==> src/rtl/fast_pulse_stretch.sv <==
// Fast-side pulse stretcher: turns clk_fast strobes into held level pulses with replay queue.
// Optional sticky overflow flag compiled in with FAST_PULSE_STRETCH_OVERFLOW_EN.
module fast_pulse_stretch #(
    parameter int HOLD_CYCLES = 4,
    parameter int PEND_W      = 4
) (
    input  logic              clk_fast,
    input  logic              rst_n,
    input  logic              pulse_in,
    output logic              out,
    output logic              busy,
    output logic [PEND_W-1:0] pend_cnt,
    output logic              overflow
);
    localparam int              HW    = $clog2(HOLD_CYCLES + 1);
    localparam logic [HW-1:0]   HLOAD = HW'(HOLD_CYCLES - 1);
    localparam logic [PEND_W-1:0] PMAX = '1;

    typedef enum logic [1:0] {IDLE, HIGH, GAP} state_t;

    state_t            state, state_nxt;
    logic [HW-1:0]     hcnt, hcnt_nxt;
    logic [PEND_W-1:0] pend_nxt;
    logic              gap_exit, consume, enq, sat;

    always_comb begin
        state_nxt = state;
        hcnt_nxt  = hcnt;
        gap_exit  = 1'b0;
        case (state)
            IDLE: begin
                if (pulse_in) begin
                    state_nxt = HIGH;
                    hcnt_nxt  = HLOAD;
                end
            end
            HIGH: begin
                if (hcnt != '0) begin
                    hcnt_nxt = hcnt - HW'(1);
                end else begin
                    state_nxt = GAP;
                    hcnt_nxt  = HLOAD;
                end
            end
            GAP: begin
                if (hcnt != '0) begin
                    hcnt_nxt = hcnt - HW'(1);
                end else begin
                    gap_exit = 1'b1;
                    // An event landing on the exit cycle launches directly
                    if (pend_cnt != '0 || pulse_in) begin
                        state_nxt = HIGH;
                        hcnt_nxt  = HLOAD;
                    end else begin
                        state_nxt = IDLE;
                    end
                end
            end
            default: begin
                state_nxt = IDLE;
                hcnt_nxt  = '0;
            end
        endcase

        consume  = gap_exit && (pend_cnt != '0);
        enq      = pulse_in && (state != IDLE) && !gap_exit;
        sat      = enq && (pend_cnt == PMAX);
        pend_nxt = pend_cnt;
        if (consume && !pulse_in)
            pend_nxt = pend_cnt - PEND_W'(1);
        else if (enq && !sat)
            pend_nxt = pend_cnt + PEND_W'(1);
    end

    always_ff @(posedge clk_fast or negedge rst_n) begin
        if (!rst_n) begin
            state    <= IDLE;
            hcnt     <= '0;
            pend_cnt <= '0;
            out      <= 1'b0;
            busy     <= 1'b0;
        end else begin
            state    <= state_nxt;
            hcnt     <= hcnt_nxt;
            pend_cnt <= pend_nxt;
            out      <= (state_nxt == HIGH);
            busy     <= (state_nxt != IDLE);
        end
    end

`ifdef FAST_PULSE_STRETCH_OVERFLOW_EN
    always_ff @(posedge clk_fast or negedge rst_n) begin
        if (!rst_n)
            overflow <= 1'b0;
        else if (sat)
            overflow <= 1'b1;
    end
`else
    assign overflow = 1'b0;
`endif

endmodule

==> config.mk <==
export PLATFORM = sky130hd
export DESIGN_NAME = fast_pulse_stretch
export DESIGN_NICKNAME = d
export VERILOG_FILES = /design/src/rtl/fast_pulse_stretch.sv
export SDC_FILE = /design/constraint.sdc
export NUM_CORES = 1
export LEC_CHECK = 0
export ABC_AREA = 1
export CORE_MARGIN = 4
export CORE_UTILIZATION = 49
export CTS_BUF_LIST = sky130_fd_sc_hd__clkbuf_8 sky130_fd_sc_hd__clkbuf_16
export DETAILED_ROUTE_END_ITERATION = 10
export PLACE_DENSITY = 0.69
export SLEW_MARGIN = 20
export SYNTH_ARGS = -nofsm -noshare
export SYNTH_HDL_FRONTEND = slang
export SYNTH_SLANG_ARGS = --single-unit
==> constraint.sdc <==
create_clock -name clk_fast -period 4.1 [get_ports clk_fast]
set_clock_uncertainty 0.15 [all_clocks]
set_input_delay 0.41 -clock clk_fast [delete_from_list [all_inputs] [get_ports clk_fast]]
set_output_delay 0.41 -clock clk_fast [all_outputs]
set_load 0.02 [all_outputs]
==> impl_metrics.py, run 1 <==
metrics = {
    "status": {
        "outcome": "finished, final reports clean",
    },
    "die": {
        "rows": 14,
        "dieHeight_um": 48.74,
        "fp.dieArea_mm2": 0.002376,
        "core_mm2": 0.001541,
        "pin_count": 10,
        "initial_utilization": 0.5276,
        "die_w_um": 48.74,
    },
    "finish": {
        "antennaDiodeCount": 0,
        "final_cell_count_no_fill": 133,
        "nets": 130,
        "multiInputGateArea_um2": 455.4,
        "finalInstanceArea_um2": 952.2,
        "seqCellArea_um2": 275.3,
        "fillers": 144,
        "drive_gt1_frac": 0.1624,
        "synthToLayoutAreaGrowth_pct": 17.08,
    },
    "sta": {
        "min_period_over_period": 0.5315,
        "slew_violations": 0,
        "fin_tns_setup_ns": 0,
        "finalSetupViolCount": 0,
        "max_freq_ghz": 0.4589,
        "hold_violations": 0,
        "finalWorstPathRequiredPeriod_ns": 2.179,
        "grt_setup_unrepaired": "false",
    },
    "drt": {
        "dr_wl_met3_um": 31,
        "drt-vias-per-instance": 4.932,
        "routed.top_layer": "met3",
        "drc": 0,
        "dr.pass1.iters": 4,
        "wl_met2_um": 767,
        "drtIter0Drc": 7,
        "vias": 656,
        "wl_per_cell_um": 10.77,
        "routedLengthMet1_um": 633,
        "postRouteAntennaNets": 0,
        "wirelength_um": 1432,
    },
    "worst_setup_path": {
        "max_stage_delay_ns": 0.43,
        "r2r_end": "pend_cnt[3]",
        "path_cells": "inv_1 > ha_1 > nand3_2 > inv_2 > nand3_4 > inv_1 > ha_1 > nand2_1 > nand2_1 > a21oi_1 > nand2_2 > nand3_1 > nand2_1",
        "required_ns": 4.07,
        "r2r-start": "state[0]",
        "worst_ep_arrival_time_ns": 2.15,
        "regToRegSetupSlack_ns": 1.92,
        "worst_path_max_delay_cell": "dfrtp_1",
        "reg2reg_depth": 13,
        "critPathKind": "register to register",
        "crit_top_cell": "nand2_1",
        "end_kind": "register",
        "cp_max_fo": 6,
        "cp-start-kind": "register",
    },
    "yosys": {
        "synth_area_um2": 813.3,
        "ys_seq_area_frac": 0.3385,
        "yosys_warnings": 0,
        "synth_cell_type_count": 22,
        "synth_top_area_frac": 0.3385,
        "synth_area_leaders": "dfrtp_1 (34%), nand2_1 (12%), ha_1 (12%)",
        "synth_nets": 118,
        "ys_seq_elements": 11,
        "yosysTopAreaCell": "dfrtp_1",
        "avgSynthCellArea_um2": 7.672,
        "synthCells": 106,
    },
    "global_route": {
        "grt_use_total": 0.1303,
        "grt_pass1_wl_um": 2566,
        "grt_overflow": 0,
        "grt_pass1_vias": 635,
        "grt_max_degree": 12,
        "antenna_found_initial": 0,
    },
    "placed_design": {
        "hpwlAfterDp_um": 1227,
        "place_area_um2": 905.9,
        "gp_congestion": 0.7789,
        "dp.cells": 129,
        "port_buffers": 8,
    },
    "power": {
        "p_int_w": 0.0004089,
        "p_comb_frac": 0.577,
        "p_switching_w": 0.0003465,
        "ir_worst_vdd_mv": 0.5137,
        "p_leak_nw": 0.5220,
        "power.share.sequential": 0.288,
        "cellPowerDensity_mw_per_mm2": 793.3,
        "clockPowerShare": 0.135,
        "switching_share": 0.4587,
        "power_w": 0.0007554,
    },
    "clock_tree": {
        "cts_tree": "yes",
        "cts_hold_buffers": 0,
        "clkSinkCount": 11,
        "cts.clk_slew.worst_paths_ns": 0.05,
        "ctsResizeCount": 0,
        "clk_latency_ns": 0.23,
        "ctsLongestPathBuffers": 2,
        "cts.htree.levels": 1,
        "cts_setup_buffers": 0,
        "numCtsBuffers": 3,
        "root_buffer": "clkbuf_8",
    },
    "worst_hold_path": {
        "hp-class": "input pin to asynchronous set/reset pin",
    },
    "job": {
        "drv_cap": 0,
    },
}
==> final cells by class <==
class	count	area share
timing repair buffer	8	0.08410
clock inverter	1	0.005256
inverter	20	0.07884
clock buffer	3	0.04336
multi-input combinational	74	0.4783
sequential	11	0.2891
tap	16	0.02102
==> routing by layer <==
metal	up-vias	GRT usage
li1	349	-
met1	302	0.1456
met2	5	0.2457
met3	0	0.03067
met4	0	0.02691
met5	-	0
==> synthesized netlist by cell type (all sizes together) <==
cell    instances
a21oi           2
inv            19
fa              1
clkinv          1
nand3          12
buf             1
nor2            8
conb            1
ha              8
nand2          31
o211ai          1
o21ai           7
xnor2           1
xor2            1
dfrtp          11
nand3b          1
==> sequential cells by signal, summed over array words and instances, names as in the netlist <==
register  count
state         2
out           1
pend_cnt      4
hcnt          3
busy          1
==> worst max-delay path, delay by kind of cell (launching register included) <==
| kind | cells | cell delay, ns |
|---|---|---|
| compound gates | 1 | 0.15 |
| simple gates | 7 | 0.58 |
| flops | 1 | 0.43 |
| fa+ha+maj | 2 | 0.46 |
| buf+inv | 3 | 0.29 |
==> layout by cell type, fill, tap and decap left out <==
cell type        count
a21oi_1              2
clkbuf_8             3
clkdlybuf4s50_1      8
clkinv_1             1
clkinv_2             1
conb_1               1
dfrtp_1             11
fa_1                 1
ha_1                 8
inv_1               16
inv_2                3
nand2_1             27
nand2_2              4
nand3_1              8
nand3_2              3
nand3_4              1
nand3b_1             1
nor2_1               4
nor2_2               4
o211ai_1             1
o21ai_0              4
o21ai_1              3
xnor2_1              1
xor2_1               1
==> kinds of logic (layout without fill, tap and decap cells) <==
logic type                 count (synthesis)  after routing  synth area share
AOI/OAI and AO/OA                         10             10           0.06461
xor gates and xnor gates                   2              2           0.02154
adders and majority gates                  9              9            0.1477
buffers and inverters                     21             32            0.1015
DFF                                       11             11            0.3385
other                                      1              1          0.004611
and+or+nand+nor                           52             52            0.3215
==> power groups by stage <==
| stage | sequential [W] | clock, W | combinational [W] |
|---|---|---|---|
| floorplan | 0.000240 | 0 | 0.000288 |
| global placement | 0.000219 | 0 | 0.000435 |
| detailed placement | 0.000219 | 0 | 0.000441 |
| CTS | 0.000218 | 0.000105 | 0.000444 |
| global route | 0.000226 | 0.000113 | 0.000499 |
| finish | 0.000218 | 0.000102 | 0.000436 |
==> through the flow <==
stage                     hold WS (ns)  setup slack, ns  utilization
final                           0.3462            1.921       0.6177
after global placement          0.3842            1.859       0.5877
after floorplan               -0.03559            2.103            -
after detailed placement        0.3802            1.803       0.5877
after CTS                       0.3568            1.902       0.6177
after global routing            0.3829            1.736       0.6177
==> worst max path at each step <==
stage	slack, ns	startpoint	end
floorplan	2.10	state[0]	pend_cnt[3]
global placement	1.86	pulse_in	pend_cnt[3]
detailed placement	1.80	pulse_in	pend_cnt[3]
CTS	1.90	state[0]	pend_cnt[3]
global route	1.74	state[0]	pend_cnt[3]
finish	1.92	state[0]	pend_cnt[3]
No activity file was read; power rests on OpenSTA's default activity.
==> run 2, diff against run 1 <==
Clock period 4.1 ns to 2.03 ns, I/O delays scaled along.
==> impl_metrics.py, run 2 (same netlist as run 1, synthesis figures left out) <==
metrics = {
    "worst_setup_path": {
        "reg2reg_depth": 10,
        "cp-start-kind": "register",
        "r2r-start": "state[0]",
        "required_ns": 2.00,
        "regToRegSetupSlack_ns": 0.10,
        "startpoint": "state[0]",
        "r2r_end": "pend_cnt[1]",
        "worst_ep_arrival_time_ns": 1.90,
        "end_kind": "register",
        "cp_max_fo": 5,
        "critPathKind": "register to register",
    },
    "clock_tree": {
        "numCtsBuffers": 3,
        "cts_tree": "yes",
        "cts.clk_slew.worst_paths_ns": 0.05,
        "clkSinkCount": 11,
        "root_buffer": "clkbuf_8",
        "ctsLongestPathBuffers": 2,
        "cts.htree.levels": 1,
        "clk_latency_ns": 0.23,
    },
    "finish": {
        "final_common_cell": "nand2_1",
        "nets": 141,
        "largest_register_ffs": 4,
        "synthToLayoutAreaGrowth_pct": 32.15,
        "finalInstanceArea_mm2": 0.001075,
        "reg_top3": "pend_cnt (4), hcnt (3), state (2)",
        "antennaDiodeCount": 0,
        "drive_gt1_frac": 0.2891,
        "regMostFlops": "pend_cnt",
        "fin_util": 0.6972,
        "final_cell_mix": "nand2_1 (27), inv_1 (13), dfrtp_1 (11), buf_4 (11)",
    },
    "global_route": {
        "grt_max_degree": 12,
        "grt_overflow": 0,
        "grt_pass1_wl_um": 2967,
        "antenna_found_initial": 0,
        "grt_use_total": 0.1614,
        "grt_pass1_vias": 692,
    },
    "sta": {
        "fin_tns_setup_ns": 0,
        "hold_violations": 0,
        "min_period_over_period": 0.9497,
        "max_freq_ghz": 0.5187,
        "finalWorstPathRequiredPeriod_ns": 1.928,
        "finalSetupViolCount": 0,
        "slew_violations": 0,
    },
    "power": {
        "cellPowerDensity_mw_per_mm2": 1644,
        "power.share.sequential": 0.222,
        "p_int_w": 0.0009694,
        "p_switching_w": 0.0007976,
        "clockPowerShare": 0.119,
        "switching_share": 0.4514,
        "ir_worst_vdd_mv": 1.031,
        "p_leak_nw": 0.5700,
        "p_comb_frac": 0.659,
    },
    "drt": {
        "dr.pass1.iters": 4,
        "wl_per_cell_um": 11.88,
        "vias": 707,
        "wirelength_um": 1710,
        "drc": 0,
        "drtIter0Drc": 14,
        "postRouteAntennaNets": 0,
        "drt-vias-per-instance": 4.910,
    },
    "placed_design": {
        "port_buffers": 8,
        "hpwlAfterDp_um": 1347,
        "gp_congestion": 0.8036,
        "place_area_um2": 980.9,
    },
    "die": {
        "dieHeight_um": 48.74,
        "core_mm2": 0.001541,
        "pin_count": 10,
        "initial_utilization": 0.5276,
        "rows": 14,
        "fp.dieArea_mm2": 0.002376,
        "die_w_um": 48.74,
    },
    "worst_hold_path": {
        "hp-class": "input pin to asynchronous set/reset pin",
    },
    "status": {
        "outcome": "finished, final reports clean",
    },
    "job": {
        "drv_cap": 0,
    },
}
-- run 2: metal layers --
metal / vias up / share of wire / track usage
li1: 370 / - / -
met1: 320 / 0.50 / 0.2128
met2: 15 / 0.46 / 0.2478
met3: 2 / 0.029 / 0.03374
met4: 0 / 0.0082 / 0.08072
met5: - / 0 / 0
-- run 2: stage by stage --
stage	total power (W)	cells	setup slack (ns)	hold slack [ns]
2_1_floorplan	0.001067	106	0.03309	-0.2426
3_3_place_gp	0.001449	139	0.05507	0.4014
3_5_place_dp	0.001462	139	0.02818	0.4098
4_1_cts	0.001689	143	0.02132	0.1614
5_1_grt	0.001947	144	-0.003374	0.1823
6_report	0.001767	144	0.1022	0.1534
-- run 2: power by group through the flow --
stage | Clock, W | Sequential, W | Combinational (W)
floorplan | 0 | 0.000486 | 0.000581
global placement | 0 | 0.000378 | 0.00107
detailed placement | 0 | 0.000384 | 0.00108
CTS | 0.000214 | 0.000384 | 0.00109
global route | 0.000229 | 0.000409 | 0.00131
finish | 0.000210 | 0.000393 | 0.00116
-- run 2: cell type report --
| type | instances | area, µm² |
|---|---|---|
| multi-input cells | 74 | 496.7 |
| fillers | 123 | 466.7 |
| flip-flops and latches | 11 | 275.3 |
| repair buffers | 19 | 162.7 |
| inverters | 20 | 75.07 |
| clock buffers | 3 | 41.29 |
| well taps | 16 | 20.02 |
| clock inverters | 1 | 3.754 |
-- run 2: worst max path at each step --
stage / endpoint
global placement: pend_cnt[1]
global route: pend_cnt[1]
CTS: pend_cnt[3]
floorplan: pend_cnt[3]
detailed placement: pend_cnt[3]
finish: pend_cnt[1]
-- run 2: worst max-delay path: stages, from the launching register on --
cell	delay [ns]
dfrtp_1	0.39
inv_2	0.08
ha_4	0.15
nand3_2	0.09
inv_2	0.08
nand3_4	0.06
buf_4	0.16
fa_1	0.48
inv_1	0.04
nand2_1	0.06
o21ai_2	0.05
-- run 2: repair_timing --
item,CTS,global route
gates resized for setup,1,9
pin swaps,0,1
buffers inserted,0,1
hold endpoints to repair,0,0
hold buffers,0,0
endpoints found under the setup margin,1,3
